--- config.mk ---
export PLATFORM = sky130hd
export DESIGN_NAME = tmds_gearbox
export DESIGN_NICKNAME = d
export VERILOG_FILES = /design/src/rtl/tmds_pkg.sv /design/src/rtl/tmds_symbol_fifo.sv /design/src/rtl/tmds_gearbox.sv
export SDC_FILE = /design/constraint.sdc
export NUM_CORES = 1
export LEC_CHECK = 0
export CAP_MARGIN = 25
export CORE_UTILIZATION = 35
export DETAILED_ROUTE_END_ITERATION = 16
export PLACE_DENSITY = 0.64
export SKIP_LAST_GASP = 1
export SLEW_MARGIN = 40
export SYNTH_ARGS = -nofsm -noshare
export SYNTH_HDL_FRONTEND = slang
export SYNTH_HIERARCHICAL = 1
export SYNTH_SLANG_ARGS = --single-unit
--- constraint.sdc ---
create_clock -name clock -period 2 [get_ports clock]
set_input_delay 0.6 -clock clock [delete_from_list [all_inputs] [get_ports clock]]
set_output_delay 0.6 -clock clock [all_outputs]
set_load 0.02 [all_outputs]
--- src/rtl/tmds_pkg.sv ---
// Shared TMDS symbol types and control-period symbols.
package tmds_pkg;

    localparam int unsigned TMDS_SYMBOL_W    = 10;
    localparam int unsigned PAIRS_PER_SYMBOL = 5;

    typedef logic [TMDS_SYMBOL_W-1:0] tmds_symbol_t;

    // Control symbols indexed by {c1, c0}
    localparam tmds_symbol_t CTRL_00 = 10'b1101010100;
    localparam tmds_symbol_t CTRL_01 = 10'b0010101011;
    localparam tmds_symbol_t CTRL_10 = 10'b0101010100;
    localparam tmds_symbol_t CTRL_11 = 10'b1010101011;

endpackage

--- src/rtl/tmds_symbol_fifo.sv ---
// Small synchronous symbol FIFO with extra-MSB pointers for full/empty detection.
module tmds_symbol_fifo
    import tmds_pkg::*;
#(
    parameter int unsigned DEPTH = 2
) (
    input  logic                     clock,
    input  logic                     aresetn,
    input  logic                     push,
    input  logic                     pop,
    input  logic [TMDS_SYMBOL_W-1:0] wdata,
    output logic [TMDS_SYMBOL_W-1:0] rdata,
    output logic                     full,
    output logic                     empty
);

    localparam int unsigned AW = $clog2(DEPTH);

    logic [AW:0]              wptr_q, rptr_q;
    logic [TMDS_SYMBOL_W-1:0] mem [DEPTH];
    logic                     do_push, do_pop;

    assign empty   = (wptr_q == rptr_q);
    assign full    = (wptr_q[AW] != rptr_q[AW]) && (wptr_q[AW-1:0] == rptr_q[AW-1:0]);
    assign do_push = push & ~full;
    assign do_pop  = pop & ~empty;
    assign rdata   = mem[rptr_q[AW-1:0]];

    always_ff @(posedge clock or negedge aresetn) begin
        if (!aresetn) begin
            wptr_q <= '0;
            rptr_q <= '0;
        end else begin
            if (do_push) wptr_q <= wptr_q + {{AW{1'b0}}, 1'b1};
            if (do_pop)  rptr_q <= rptr_q + {{AW{1'b0}}, 1'b1};
        end
    end

    // Storage needs no reset; pointers alone define validity.
    always_ff @(posedge clock) begin
        if (do_push) mem[wptr_q[AW-1:0]] <= wdata;
    end

endmodule

--- src/rtl/tmds_gearbox.sv ---
// Per-lane 10:2 gearbox feeding the DDR output stage; inserts idle symbols on FIFO underrun.
module tmds_gearbox
    import tmds_pkg::*;
#(
    parameter int unsigned              FIFO_DEPTH  = 2,
    parameter logic [TMDS_SYMBOL_W-1:0] IDLE_SYMBOL = CTRL_00
) (
    input  logic                     clock,
    input  logic                     aresetn,
    input  logic                     in_valid,
    output logic                     in_ready,
    input  logic [TMDS_SYMBOL_W-1:0] in_data,
    output logic [1:0]               out_d,
    output logic                     sym_load,
    output logic                     underrun,
    input  logic                     underrun_clr
);

    localparam logic [2:0] LAST_PHASE = 3'(PAIRS_PER_SYMBOL - 1);

    logic [2:0]               phase_q, phase_d;
    logic [7:0]               sreg_q, sreg_d;     // symbol bits [9:2]; [1:0] go out on load
    logic                     armed_q, armed_d;
    logic                     underrun_d;
    logic [1:0]               pair_d;
    logic                     load;
    logic                     fifo_full, fifo_empty, fifo_pop;
    logic [TMDS_SYMBOL_W-1:0] fifo_rdata, sym;

    tmds_symbol_fifo #(
        .DEPTH (FIFO_DEPTH)
    ) u_fifo (
        .clock   (clock),
        .aresetn (aresetn),
        .push    (in_valid),
        .pop     (fifo_pop),
        .wdata   (in_data),
        .rdata   (fifo_rdata),
        .full    (fifo_full),
        .empty   (fifo_empty)
    );

    assign in_ready = ~fifo_full;
    assign load     = (phase_q == 3'd0);
    assign fifo_pop = load & ~fifo_empty;
    assign sym      = fifo_empty ? IDLE_SYMBOL : fifo_rdata;

    always_comb begin
        phase_d    = (phase_q == LAST_PHASE) ? 3'd0 : phase_q + 3'd1;
        sreg_d     = load ? sym[TMDS_SYMBOL_W-1:2] : sreg_q;
        armed_d    = armed_q | fifo_pop;
        underrun_d = underrun;
        if (load && fifo_empty && armed_q) begin
            underrun_d = 1'b1;
        end else if (underrun_clr) begin
            underrun_d = 1'b0;
        end

        // Earlier bit of each pair goes in out_d[1] (rising-edge half).
        pair_d = 2'b00;
        case (phase_q)
            3'd0:    pair_d = {sym[0], sym[1]};
            3'd1:    pair_d = {sreg_q[0], sreg_q[1]};
            3'd2:    pair_d = {sreg_q[2], sreg_q[3]};
            3'd3:    pair_d = {sreg_q[4], sreg_q[5]};
            3'd4:    pair_d = {sreg_q[6], sreg_q[7]};
            default: pair_d = 2'b00;
        endcase
    end

    always_ff @(posedge clock or negedge aresetn) begin
        if (!aresetn) begin
            phase_q  <= 3'd0;
            sreg_q   <= '0;
            armed_q  <= 1'b0;
            underrun <= 1'b0;
            out_d    <= 2'b00;
            sym_load <= 1'b0;
        end else begin
            phase_q  <= phase_d;
            sreg_q   <= sreg_d;
            armed_q  <= armed_d;
            underrun <= underrun_d;
            out_d    <= pair_d;
            sym_load <= load;
        end
    end

endmodule

Word level (Yosys, flattened, before mapping). Memory sizes are Yosys's and may differ from the RTL's. Cells that the tools add are included.

Add/sub/neg operators: 3. Eq/ne operators: 7. Mux-type cells: 7. Bitwise logic cells: 6. Reduce and logical (&&, ||, !) cells: 5.

Operator list (number): 10-bit 2-to-1 mux (1); 2-bit case mux with 5 select lines (1); 3-bit by 2-bit == test with 1-bit output (second input constant) (2); 2-bit by 1-bit adder with 2-bit output (second input constant) (2); 1-bit 2-to-1 mux (4); 3-bit by 1-bit adder with 3-bit output (second input constant) (1); 1-bit bitwise AND (3); 3-bit by 1-bit == test with 1-bit output (second input constant) (1); 3-bit == test (second input constant) (1); 1-bit logical AND (3); 3-bit logical NOT (1); 3-bit 2-to-1 mux (1); 2-bit == test (1); 1-bit NOT (2); 2-bit nonzero test (1); 1-bit == test (1); 1-bit != test (1); 1-bit bitwise OR (1).

Bits in registers: 20. Bits in writable memories: 20. Bits of input ports: 14. Output and inout bits: 5. Logic and storage cells: 37. Memories: 1.

Memories: u_fifo.mem (words 2, width 10, read ports 1, clocked after memory_dff 0, write ports 1, RTL line tmds_symbol_fifo.sv:20) `logic [TMDS_SYMBOL_W-1:0] mem [DEPTH];`.

Depth between registers and ports, before layout.
Depth in word-level cells: 6. Depth in mapped cells: 9. Gate-level depth less buffers: 7.

Modules after synthesis. Netlist, hierarchy kept.

Modules (own cells, without submodules): tmds_symbol_fifo (times used 1, cells an instance 59, area an instance 954.7 µm², seq. area each 700.7 µm²); tmds_gearbox (times used 1, cells an instance 70, area an instance 719.4 µm², seq. area each 400.4 µm²).

Least setup slack after synthesis. No wires, ideal clock.

Kind: input to register. Start point: in in_valid. End point: mem u_fifo.mem[1][0], enable pin. Setup time: 0.382 ns. Data arrival time: 1.250 ns. Required time: 1.618 ns. Setup slack: 0.369 ns. Cell stages on the path: 2. Path buffers: 0. Cells stage by stage: nand2_1 -> a21oi_1.

Longest elaborated chain between the ends: 3.

Ends and longest elaborated chain: start, declared (RTL line tmds_gearbox.sv:10) `input logic in_valid,`; 1-bit bitwise AND (RTL line tmds_symbol_fifo.sv:25) `assign do_push = push & ~full;`; 1-bit 2-to-1 mux (RTL line tmds_symbol_fifo.sv:41) `if (do_push) mem[wptr_q[AW-1:0]] <= wdata;`; 1-bit 2-to-1 mux (implied by the code) (RTL line tmds_symbol_fifo.sv:41); end, declared (RTL line tmds_symbol_fifo.sv:20).

No other way between the ends.

Worst setup path in the final report.
Start point: reg underrun. End point: out underrun.

RTL lines: start, declared (RTL line tmds_gearbox.sv:15) `output logic underrun,`; start signal, assigned (RTL line tmds_gearbox.sv:83) `underrun <= underrun_d;`.

No word-level cell between the ends.

==> metrics.csv <==
metric,value,unit
max-vdd-ir-drop,509.3,uV
path_delay_family,buffers and inverters,
cellLeakagePower,0.8603,nW
layout_area_growth_over_synthesis,23.77,%
ys_top_cells_by_area,"edfxtp_1 36%, dfrtp_1 30%, mux2_1 4.7%, ha_1 3.7%, o21ai_0 3.6%",
routed_wirelength,2.735,mm
outcome,finished with violations,
die_height,71.16,um
ff_latch_area,0.001101,mm^2
start_kind,register,
timing.critical_path.required,1.40,ns
worst_setup_end_kind,output pin,
gp_congestion,0.8029,
die_area,0.005064,mm^2
crit_path_cell_trace,clkdlybuf4s50_1,
worst-slew-pin-transition,0.3097,ns
power_per_cell_area,1411,mW/mm^2
synth_top_area_share,0.3587,
drc_errors,2,
yosysUniqueCellTypes,27,
antenna_found_initial,0,
effective_utilization_at_floorplan,0.3742,
hp-class,register to register,
final_hold_fails,0,
finalMaxSlewViolations,0,
core-area,0.004474,mm^2
cts_buffer_depth,2,
fill_cells,391,
area_of_the_multi_input_gates,510.5,um^2
final_antenna_net_count,0,
total_via_count_after_detailed_routing,996,
yosysWarnings,6,
cp.arrival,1.23,ns
synth_mux_area_frac,0.07399,
clock-sinks,40,
ys.flop_type,edfxtp_1,
drive_above_1_share,0.1572,
synthXorXnorAreaFrac,0.01570,
totalPowerFinal,2.924,mW
cts_buffers,5,
route.detailed.wl_per_inst,12.96,um
post_synth_and_or_nand_nor_area_fraction,0.08819,
critPathMaxFanout,2,
slowest_stage,clkdlybuf4s50_1,
cts_tree,built,
synth_async_sr_flop_share,0.5000,
post_synthesis_compound_gate_area_fraction,0.08969,
io_pins,19,
rsz0062_at_grt,false,
drt_iter0_markers,39,
synth_edf_count,20,
post-cts-setup-buffer-count,0,
finalSetupViolations,0,
relSlewSlack,0.7928,
overflow,0,
ys_seq_area_frac,0.6577,
min_period_over_period,0.9126,
achievable-frequency,547.9,MHz
netlist_instances,129,
synthesis.area_per_instance,12.98,um^2
synth_top_family_by_area,compound AO/OA/AOI/OAI gates,
first_global_vias,1021,
post_synth_fa_ha_maj_area_fraction,0.03737,
diodes,0,
cp.buffers_inverters,1,
clk_root_buf,clkbuf_8,
global_route.usage.total,0.1322,
ys_ff_latch,40,
netlist_area_before_placement,0.001674,mm^2
dr.pass1.iters,13,
drv.max_cap_violation_count,0,
cts.htree.levels,2,
avgViaCountPerCell,4.720,
clkTransAtPathRegs,0.07,ns
violations_in_the_final_reports,design-rule violations,
synthesis.nets,148,
final_layout_net_count,177,
finClkSkew,0.004954,ns
die_x,71.16,um
minimum_period_implied_by_the_final_worst_setup_slack,1.825,ns
critPathKind,register to output pin,
grt_max_degree,21,
synth_top_cell_by_area,edfxtp_1,
synth_commonest_cells,"20 x dfrtp_1, 20 x edfxtp_1, 14 x nand2_1",
io_buffers,18,
core.rowCount,24,
setup_total_negative_slack,0,ns
grt_pass1_wl,4.912,mm
cp_slowest_stage_delay,0.60,ns
clk-insertion-delay-late,0.29,ns
dp_hpwl,1.940,mm
-- metrics by stage --
| step | hold slack (ns) | worst slack (ns) | util | area [um^2] | std cells |
|---|---|---|---|---|---|
| finish | 0.4731 | 0.1748 | 0.4631 | 2072 | 211 |
| floorplan | 0.3044 | 0.3686 | - | 1674 | 129 |
| global route | 0.4803 | 0.1177 | 0.4631 | 2072 | 211 |
| global placement | 0.4571 | 0.1026 | 0.4360 | 1951 | 203 |
| detailed placement | 0.4573 | 0.08234 | 0.4360 | 1951 | 203 |
| CTS | 0.4754 | 0.02639 | 0.4639 | 2076 | 211 |
-- timing repair --
item,4_1_cts,5_1_grt
setup endpoints to repair,1,1
resized for setup,1,2
gates cloned,0,0
hold buffers,0,0
pin swaps,0,0
-- cells in the final DEF, fill, tap and decap left out, types with 2 or more instances in the layout --
cell             instances
o21ai_0                 12
o21ai_1                  3
dfrtp_1                 20
inv_1                    7
edfxtp_1                20
xor2_1                   2
mux2_1                   7
nor2_1                  10
clkdlybuf4s50_1         17
nand2_1                 14
buf_4                    9
a21oi_1                  4
nand2b_1                 5
clkbuf_8                 7
mux2_2                   4
ha_1                     5
-- routing by layer --
layer | GRT usage | up-vias | wire (um)
li1 | - | 503 | -
met1 | 0.1754 | 465 | 1315
met2 | 0.1831 | 24 | 1228
met3 | 0.04986 | 4 | 122
met4 | 0.08000 | 0 | 68
met5 | 0 | - | 0
-- power by group --
group / leakage (nW) / total [mW] / switching, mW / internal (mW)
Clock: 0.0645 / 0.704 / 0.264 / 0.440
Sequential: 0.423 / 1.24 / 0.105 / 1.13
Combinational: 0.373 / 0.985 / 0.521 / 0.464
Total: 0.860 / 2.92 / 0.891 / 2.03
-- final cells by class --
class | count | share of cell area
Timing Repair Buffer | 27 | 0.1171
Clock inverter | 1 | 0.01449
Tap cell | 52 | 0.03140
Clock buffer | 7 | 0.04650
Multi-Input combinational cell | 77 | 0.2464
Sequential cell | 40 | 0.5314
Inverter | 7 | 0.01268
-- worst paths after layout --
| kind | to | cells after the start | from | slack (ns) |
|---|---|---|---|---|
| setup / recovery | underrun | 1 | underrun | 0.17 |
| hold / removal | armed_q | 1 | armed_q | 0.47 |
| setup reg to reg | out_d[1] | 6 | u_fifo/wptr_q[1] | 0.28 |
| hold reg to reg | armed_q | 1 | armed_q | 0.47 |
| max in group asynchronous | sym_load | 2 | aresetn | 1.14 |
| min in group asynchronous | out_d[1] | 2 | aresetn | 0.65 |
-- registers in the layout (all words and copies together), names as in the netlist --
| signal | cells |
|---|---|
| u_fifo/wptr_q | 2 |
| u_fifo/rptr_q | 2 |
| sreg_q | 8 |
| u_fifo/mem | 20 |
| armed_q | 1 |
| underrun | 1 |
| out_d | 2 |
| sym_load | 1 |
| phase_q | 3 |
-- cells by family after synthesis --
| logic type | count (synthesis) |
|---|---|
| flip-flops | 40 |
| AND/OR/NAND/NOR | 33 |
| AO/OA/AOI/OAI | 25 |
| buffers and inverters | 12 |
| multiplexers | 11 |
| adder cells (fa/ha/maj) | 5 |
| XOR/XNOR | 3 |
(Power assumes the default switching activity.)
==> patch 1: new RTL, same flow settings <==
Set the parameter `FIFO_DEPTH` to 4 (it was 2).
--- a/src/rtl/tmds_gearbox.sv
+++ b/src/rtl/tmds_gearbox.sv
@@ -4,3 +4,3 @@
 #(
-    parameter int unsigned              FIFO_DEPTH  = 2,
+    parameter int unsigned              FIFO_DEPTH  = 4,
     parameter logic [TMDS_SYMBOL_W-1:0] IDLE_SYMBOL = CTRL_00
Function: changed (Yosys sat finds a counterexample within 4 cycles, from zero or initial values and one cycle with aresetn low).
==> patch 1 against the unedited design <==
  * Power rose by 70%
  * Synthesized area grew 58%
  * Largest power group is now combinational logic
  * Final cell count is 53% higher
  * Worst setup slack got worse by 79 ps
  * Largest cell class unchanged
  * Critical endpoint is now in_ready
  * Wire length up 70%
  * Design area grew 63%
  * Sequential cell count grew 22
  * Die area is 56% higher
  * Sequential power rose by 48%
==> patch 1: results (changes against the unedited design) <==
| Metric | Value |
|---|---|
| Min cycle time layout | 1900 ps (+79.4 ps) |
| Proportion of layout cells with a drive suffix above 1 | 0.272 (+0.115) |
| Number of buffers added by the clock tree synthesis step | 9 (+4) |
| Min-Delay Startpoint | sreg_q[0]$_DFFE_PN0P_ |
| Filler Cells Inserted | 668 (+71%) |
| Yosys cell types | 33 (+22%) |
| Reg-to-reg setup timing slack | 140 ps (-140 ps) |
| Async set or reset register ratio after synthesis | 0.355 (-0.145) |
| First element of the critical path | u_fifo/rptr_q[2]$_DFFE_PN0P_ |
| Compound-gate portion of the synthesized area | 0.0759 (-0.0138) |
| Worst IR Drop VDD | 457 uV (-10%) |
| Hold worst-path end | sreg_q[0]$_DFFE_PN0P_ |
| First-pass GRT wire length | 7730 um (+57%) |
| Pin count of the biggest net entering global routing | 23 (+9.5%) |
| Fraction of the yosys area taken by sequential cells | 0.664 (+0.00612) |
| Largest register FFs | 40 (+100%) |
| Length in cells of the worst reg-to-reg path | 7 (+1) |
| Count of flip-flops with a built-in enable after synthesis | 40 (+100%) |
| GPL Wtd Cong | 0.792 (-1.4%) |
| Vias in the first global route | 1,514 (+48%) |
| Worst slew pin tran | 357 ps (+47.0 ps) |
| Portion of netlist area occupied by mux cells | 0.0853 (+0.0114) |
| Hold-critical path depth | 2 (+1) |
| Post-placement cell area | 3100 um2 (+59%) |
| Leak Pwr | 1.31 nW (+52%) |
| Clk_lat worst skew | 340 ps (+50 ps) |
| Resize count post-CTS | 7 (+6) |
| R2R Path Start | u_fifo/rptr_q[1]$_DFFE_PN0P_ |
| Total Routing Usage GR | 0.141 (+0.00886) |
| Largest fanout on the critical path | 2 (unchanged) |
| Xor/xnor share of the synthesized area | 0.0356 (+0.0199) |
| Pre-CTS worst setup slack | 17.6 ps (-64.8 ps) |
| Total nets after synthesis | 195 (+32%) |
| Count of routing violations after the opening detailed-route iteration | 70 (+79%) |
| Length of the first detailed-routing pass in iterations | 4 (-9) |
| Detailed-placement wirelength estimate | 3130 um (+61%) |
| Avg Vias per Cell | 4.73 (+0.22%) |
| Max Buffers Root-to-Sink | 2 (unchanged) |
| Capturing instance or port of the critical path | in_ready |
| Average wire per standard cell | 14.4 um (+11%) |
| Status | finished, final reports clean |
| Worst Skew | 7.08 ps (+2.13 ps) |
| Postcts setup bufs | 2 (+2) |
| Leading post-synthesis cells by instance count | sky130_fd_sc_hd__edfxtp_1, sky130_fd_sc_hd__dfrtp_1, sky130_fd_sc_hd__nand2_1 |
| Post-layout nets | 243 (+37%) |
| Cell types occupying the most area after synthesis | sky130_fd_sc_hd__edfxtp_1, sky130_fd_sc_hd__dfrtp_1, sky130_fd_sc_hd__mux4_2, sky130_fd_sc_hd__ha_1, sky130_fd_sc_hd__o21ai_0 |
| Area share of fa/ha/maj cells after synthesis | 0.0474 (+0.0100) |
| Arrival time at the worst endpoint | 1300 ps (+70 ps) |
| Depth of the CTS H-tree | 3 (+1) |
==> patch 1: changes by cell type in the layout (fill, tap and decap cells not counted), sizes merged, moves of 3 or more <==
cell    unedited run  this run
and3               0         3
buf                9        26
edfxtp            20        40
ha                 5        10
inv                7        11
mux2              11         0
mux4               0        10
nor2              11         6
o21ai             15        10
o31ai              0         5
xnor2              1         5
==> patch 1: where the power goes <==
| group | switching (mW) | internal [mW] | total (mW) | leakage, nW |
|---|---|---|---|---|
| Combinational | 0.997 | 1.06 | 2.05 | 0.583 |
| Clock | 0.487 | 0.583 | 1.07 | 0.0931 |
| Sequential | 0.132 | 1.71 | 1.84 | 0.630 |
==> patch 1: through the flow <==
step	std cells	hold slack (ps)
2_1_floorplan	171	304
3_3_place_gp	302	454
3_5_place_dp	302	471
4_1_cts	320	488
5_1_grt	323	492
6_report	323	486
==> patch 1: worst max-delay path: stages (launching register included) <==
cell,delay [ps]
sky130_fd_sc_hd__dfrtp_1,410
sky130_fd_sc_hd__xor2_2,210
sky130_fd_sc_hd__nand3_2,110
sky130_fd_sc_hd__inv_1,60
sky130_fd_sc_hd__inv_1,30
sky130_fd_sc_hd__buf_2,140
==> patch 1: layout make-up <==
type	instances	area, um2	share of cell area
clock buffers	10	128	0.0379
clock inverters	6	71.3	0.0212
inverters	10	37.5	0.0111
multi-input cells	93	840	0.249
flip-flops and latches	62	1750	0.520
well taps	99	124	0.0368
repair buffers	43	417	0.124
==> patch 1: per-layer routing <==
layer,part of all wire,global-route usage,wire length (um),up-vias
met5,0,0,0,-
met4,0.023,0.101,109,0
met3,0.045,0.0410,211,12
met2,0.48,0.214,2230,38
met1,0.45,0.173,2110,746
li1,-,-,-,732
==> patch 2: new RTL, same flow settings <==
Made on the original files. Make the reset (`aresetn`) synchronous in 2 clocked blocks.
--- a/src/rtl/tmds_symbol_fifo.sv
+++ b/src/rtl/tmds_symbol_fifo.sv
@@ -28,3 +28,3 @@
 
-    always_ff @(posedge clock or negedge aresetn) begin
+    always_ff @(posedge clock) begin
         if (!aresetn) begin
--- a/src/rtl/tmds_gearbox.sv
+++ b/src/rtl/tmds_gearbox.sv
@@ -70,3 +70,3 @@
 
-    always_ff @(posedge clock or negedge aresetn) begin
+    always_ff @(posedge clock) begin
         if (!aresetn) begin
Function: differs if aresetn is asserted again (counterexample within 4 cycles, from zero or initial values and one cycle with aresetn low); with aresetn held inactive, the same outputs for 10 cycles.
==> patch 2 against the unedited design <==
  * Sequential cell count increased by 1
  * Power shrank 23%
  * Via count is 13% higher
  * Non-clock buffer count unchanged
  * Synthesized area is 1.7% higher
  * Die area is 1.7% higher
  * Wire length grew 13%
  * Design area is 2.1% higher
  * Worst setup slack worse by 59 ps
  * Critical path type unchanged
  * Largest power group unchanged
==> patch 2: results (changes against the unedited design) <==
| Metric | Value |
|---|---|
| Count of routing violations after the opening detailed-route iteration | 88 (+130%) |
| Depth of the CTS H-tree | 2 (unchanged) |
| Number of antenna cells inserted | 0 (unchanged) |
| Met3 Usage GRT | 0.0549 (+0.00499) |
| Async set or reset register ratio after synthesis | 0 (-0.500) |
| Worst Skew | 3.16 ps (-1.80 ps) |
| Largest register FFs | 20 (unchanged) |
| Detailed-placement wirelength estimate | 2240 um (+15%) |
| Worst hold path class | reg -> reg |
| Worst IR Drop VDD | 464 uV (-8.9%) |
| Initial antenna violation count | 0 (unchanged) |
| Met2 routing resource usage after global routing | 0.221 (+0.0381) |
| Number of buffers added by the clock tree synthesis step | 5 (unchanged) |
| Clock tree root buffer cell | sky130_fd_sc_hd__clkbuf_8 |
| Min-Delay Startpoint | sreg_q[4]$_SDFFE_PN0P_ |
| Count of warnings emitted by yosys | 6 (unchanged) |
| Fraction of the yosys area taken by sequential cells | 0.600 (-0.0581) |
| Clk_lat worst skew | 290 ps (about the same) |
| Postcts setup bufs | 0 (unchanged) |
| Total nets after synthesis | 160 (+8.1%) |
| Power spent charging and discharging nets | 623 uW (-30%) |
| Clock transition at the registers of the reported paths | 80 ps |
| Avg Vias per Cell | 5.01 (+6.2%) |
| Total Routing Usage GR | 0.139 (+0.00672) |
| Filler Cells Inserted | 431 (+10%) |
| Pin count of the biggest net entering global routing | 14 (-33%) |
| Ys flop type | sky130_fd_sc_hd__dfxtp_1 |
| Cell types occupying the most area after synthesis | sky130_fd_sc_hd__edfxtp_1, sky130_fd_sc_hd__dfxtp_1, sky130_fd_sc_hd__mux2_2, sky130_fd_sc_hd__nand2_1, sky130_fd_sc_hd__ha_1 |
| Average wire per standard cell | 13.9 um (+6.9%) |
| Post-layout nets | 188 (+6.2%) |
| Leak Pwr | 0.777 nW (-9.7%) |
| First element of the critical path | u_fifo/wptr_q[0]$_SDFFE_PN0N_ |
| Vias in the first global route | 1,155 (+13%) |
| Length of the first detailed-routing pass in iterations | 4 (-9) |
| Leading post-synthesis cells by instance count | sky130_fd_sc_hd__dfxtp_1, sky130_fd_sc_hd__edfxtp_1, sky130_fd_sc_hd__nand2_1 |
| Yosys cell types | 35 (+30%) |
| R2R Path Start | u_fifo/wptr_q[1]$_SDFFE_PN0N_ |
| Max Buffers Root-to-Sink | 2 (unchanged) |
| GPL Wtd Cong | 0.763 (-5.0%) |
| Count of flip-flops with a built-in enable after synthesis | 20 (unchanged) |
| Max-slew headroom | 0.704 (-0.0886) |
| First-pass GRT wire length | 5330 um (+8.4%) |
| I/O Buffers | 18 (unchanged) |
| Status | finished, final reports clean |
| Arrival time at the worst endpoint | 1280 ps (+50 ps) |
| Largest fanout on the critical path | 2 (unchanged) |
| Met1 global-route usage | 0.168 (-0.00781) |
| Proportion of layout cells with a drive suffix above 1 | 0.171 (+0.0134) |
| Number of setup violations in the final report | 0 (unchanged) |
-- patch 2: cell types whose count changed in the layout (fill, tap and decap cells not counted), sizes merged, moves of 4 or more --
cell | unedited run | this run
dfxtp | 0 | 21
dfrtp | 20 | 0
a21boi | 0 | 10
o21ai | 15 | 7
a31oi | 0 | 4
nand2 | 14 | 18
nand2b | 5 | 1
nor2 | 11 | 7
-- patch 2: power groups by stage --
stage                     clock network, mW  registers, mW  logic [mW]
after floorplan                           0           1.07       0.350
after global placement                    0           1.08       0.515
after detailed placement                  0           1.09       0.525
after CTS                             0.677           1.07       0.526
after global routing                  0.717           1.08       0.587
final                                 0.652           1.07       0.534
-- patch 2: path summary, 6_finish.rpt --
path	endpoint	slack, ps	cells past startpoint
worst min register to register	sreg_q[4]$_SDFFE_PN0P_	460	2
worst min-delay path	sreg_q[4]$_SDFFE_PN0P_	460	2
worst max-delay path	in_ready	120	4
worst max register to register	u_fifo/rptr_q[1]$_SDFFE_PN0P_	260	7
-- patch 2: layout make-up --
type | instances | share of cell area
multi-input cells | 88 | 0.300
inverters | 6 | 0.0107
clock buffers | 5 | 0.0325
repair buffers | 27 | 0.122
well taps | 54 | 0.0320
flip-flops and latches | 41 | 0.483
clock inverters | 3 | 0.0195
-- patch 2: per-stage QoR --
stage | power, mW | area (um2) | setup WS, ps | cells
3_5_place_dp | 1.61 | 2000 | 116 | 216
4_1_cts | 2.27 | 2110 | 101 | 224
5_1_grt | 2.39 | 2110 | 10.8 | 224
2_1_floorplan | 1.42 | 1700 | 376 | 141
3_3_place_gp | 1.60 | 2000 | 154 | 216
6_report | 2.25 | 2110 | 116 | 224
-- patch 2: per-layer routing --
metal  share of wire  vias up  wire length, um
met1            0.46      532             1430
met4           0.018        0               56
li1                -      563                -
met3           0.040        7              124
met2            0.48       21             1490
met5               0        -                0
-- patch 2: cells by family after synthesis --
family                     synth area share
DFF                                   0.600
and+or+nand+nor                       0.107
AOI/OAI and AO/OA                     0.128
buffers and inverters                0.0316
muxes                                0.0779
adders and majority gates            0.0367
xor gates and xnor gates             0.0198
-- patch 2: worst max-delay path, cell delays in order (launching register included) --
cell and delay (ps):
sky130_fd_sc_hd__dfxtp_1 360, sky130_fd_sc_hd__xor2_1 190, sky130_fd_sc_hd__nor2_1 70, sky130_fd_sc_hd__inv_1 50
sky130_fd_sc_hd__dlygate4sd2_1 320
-- patch 2: timing repair --
| action | 4_1_cts | 5_1_grt |
|---|---|---|
| setup endpoints to repair | 1 | 1 |
| pin swaps | 0 | 0 |
| gates resized for setup | 1 | 1 |
| endpoints found under the hold margin | 0 | 0 |
| hold buffers | 0 | 0 |
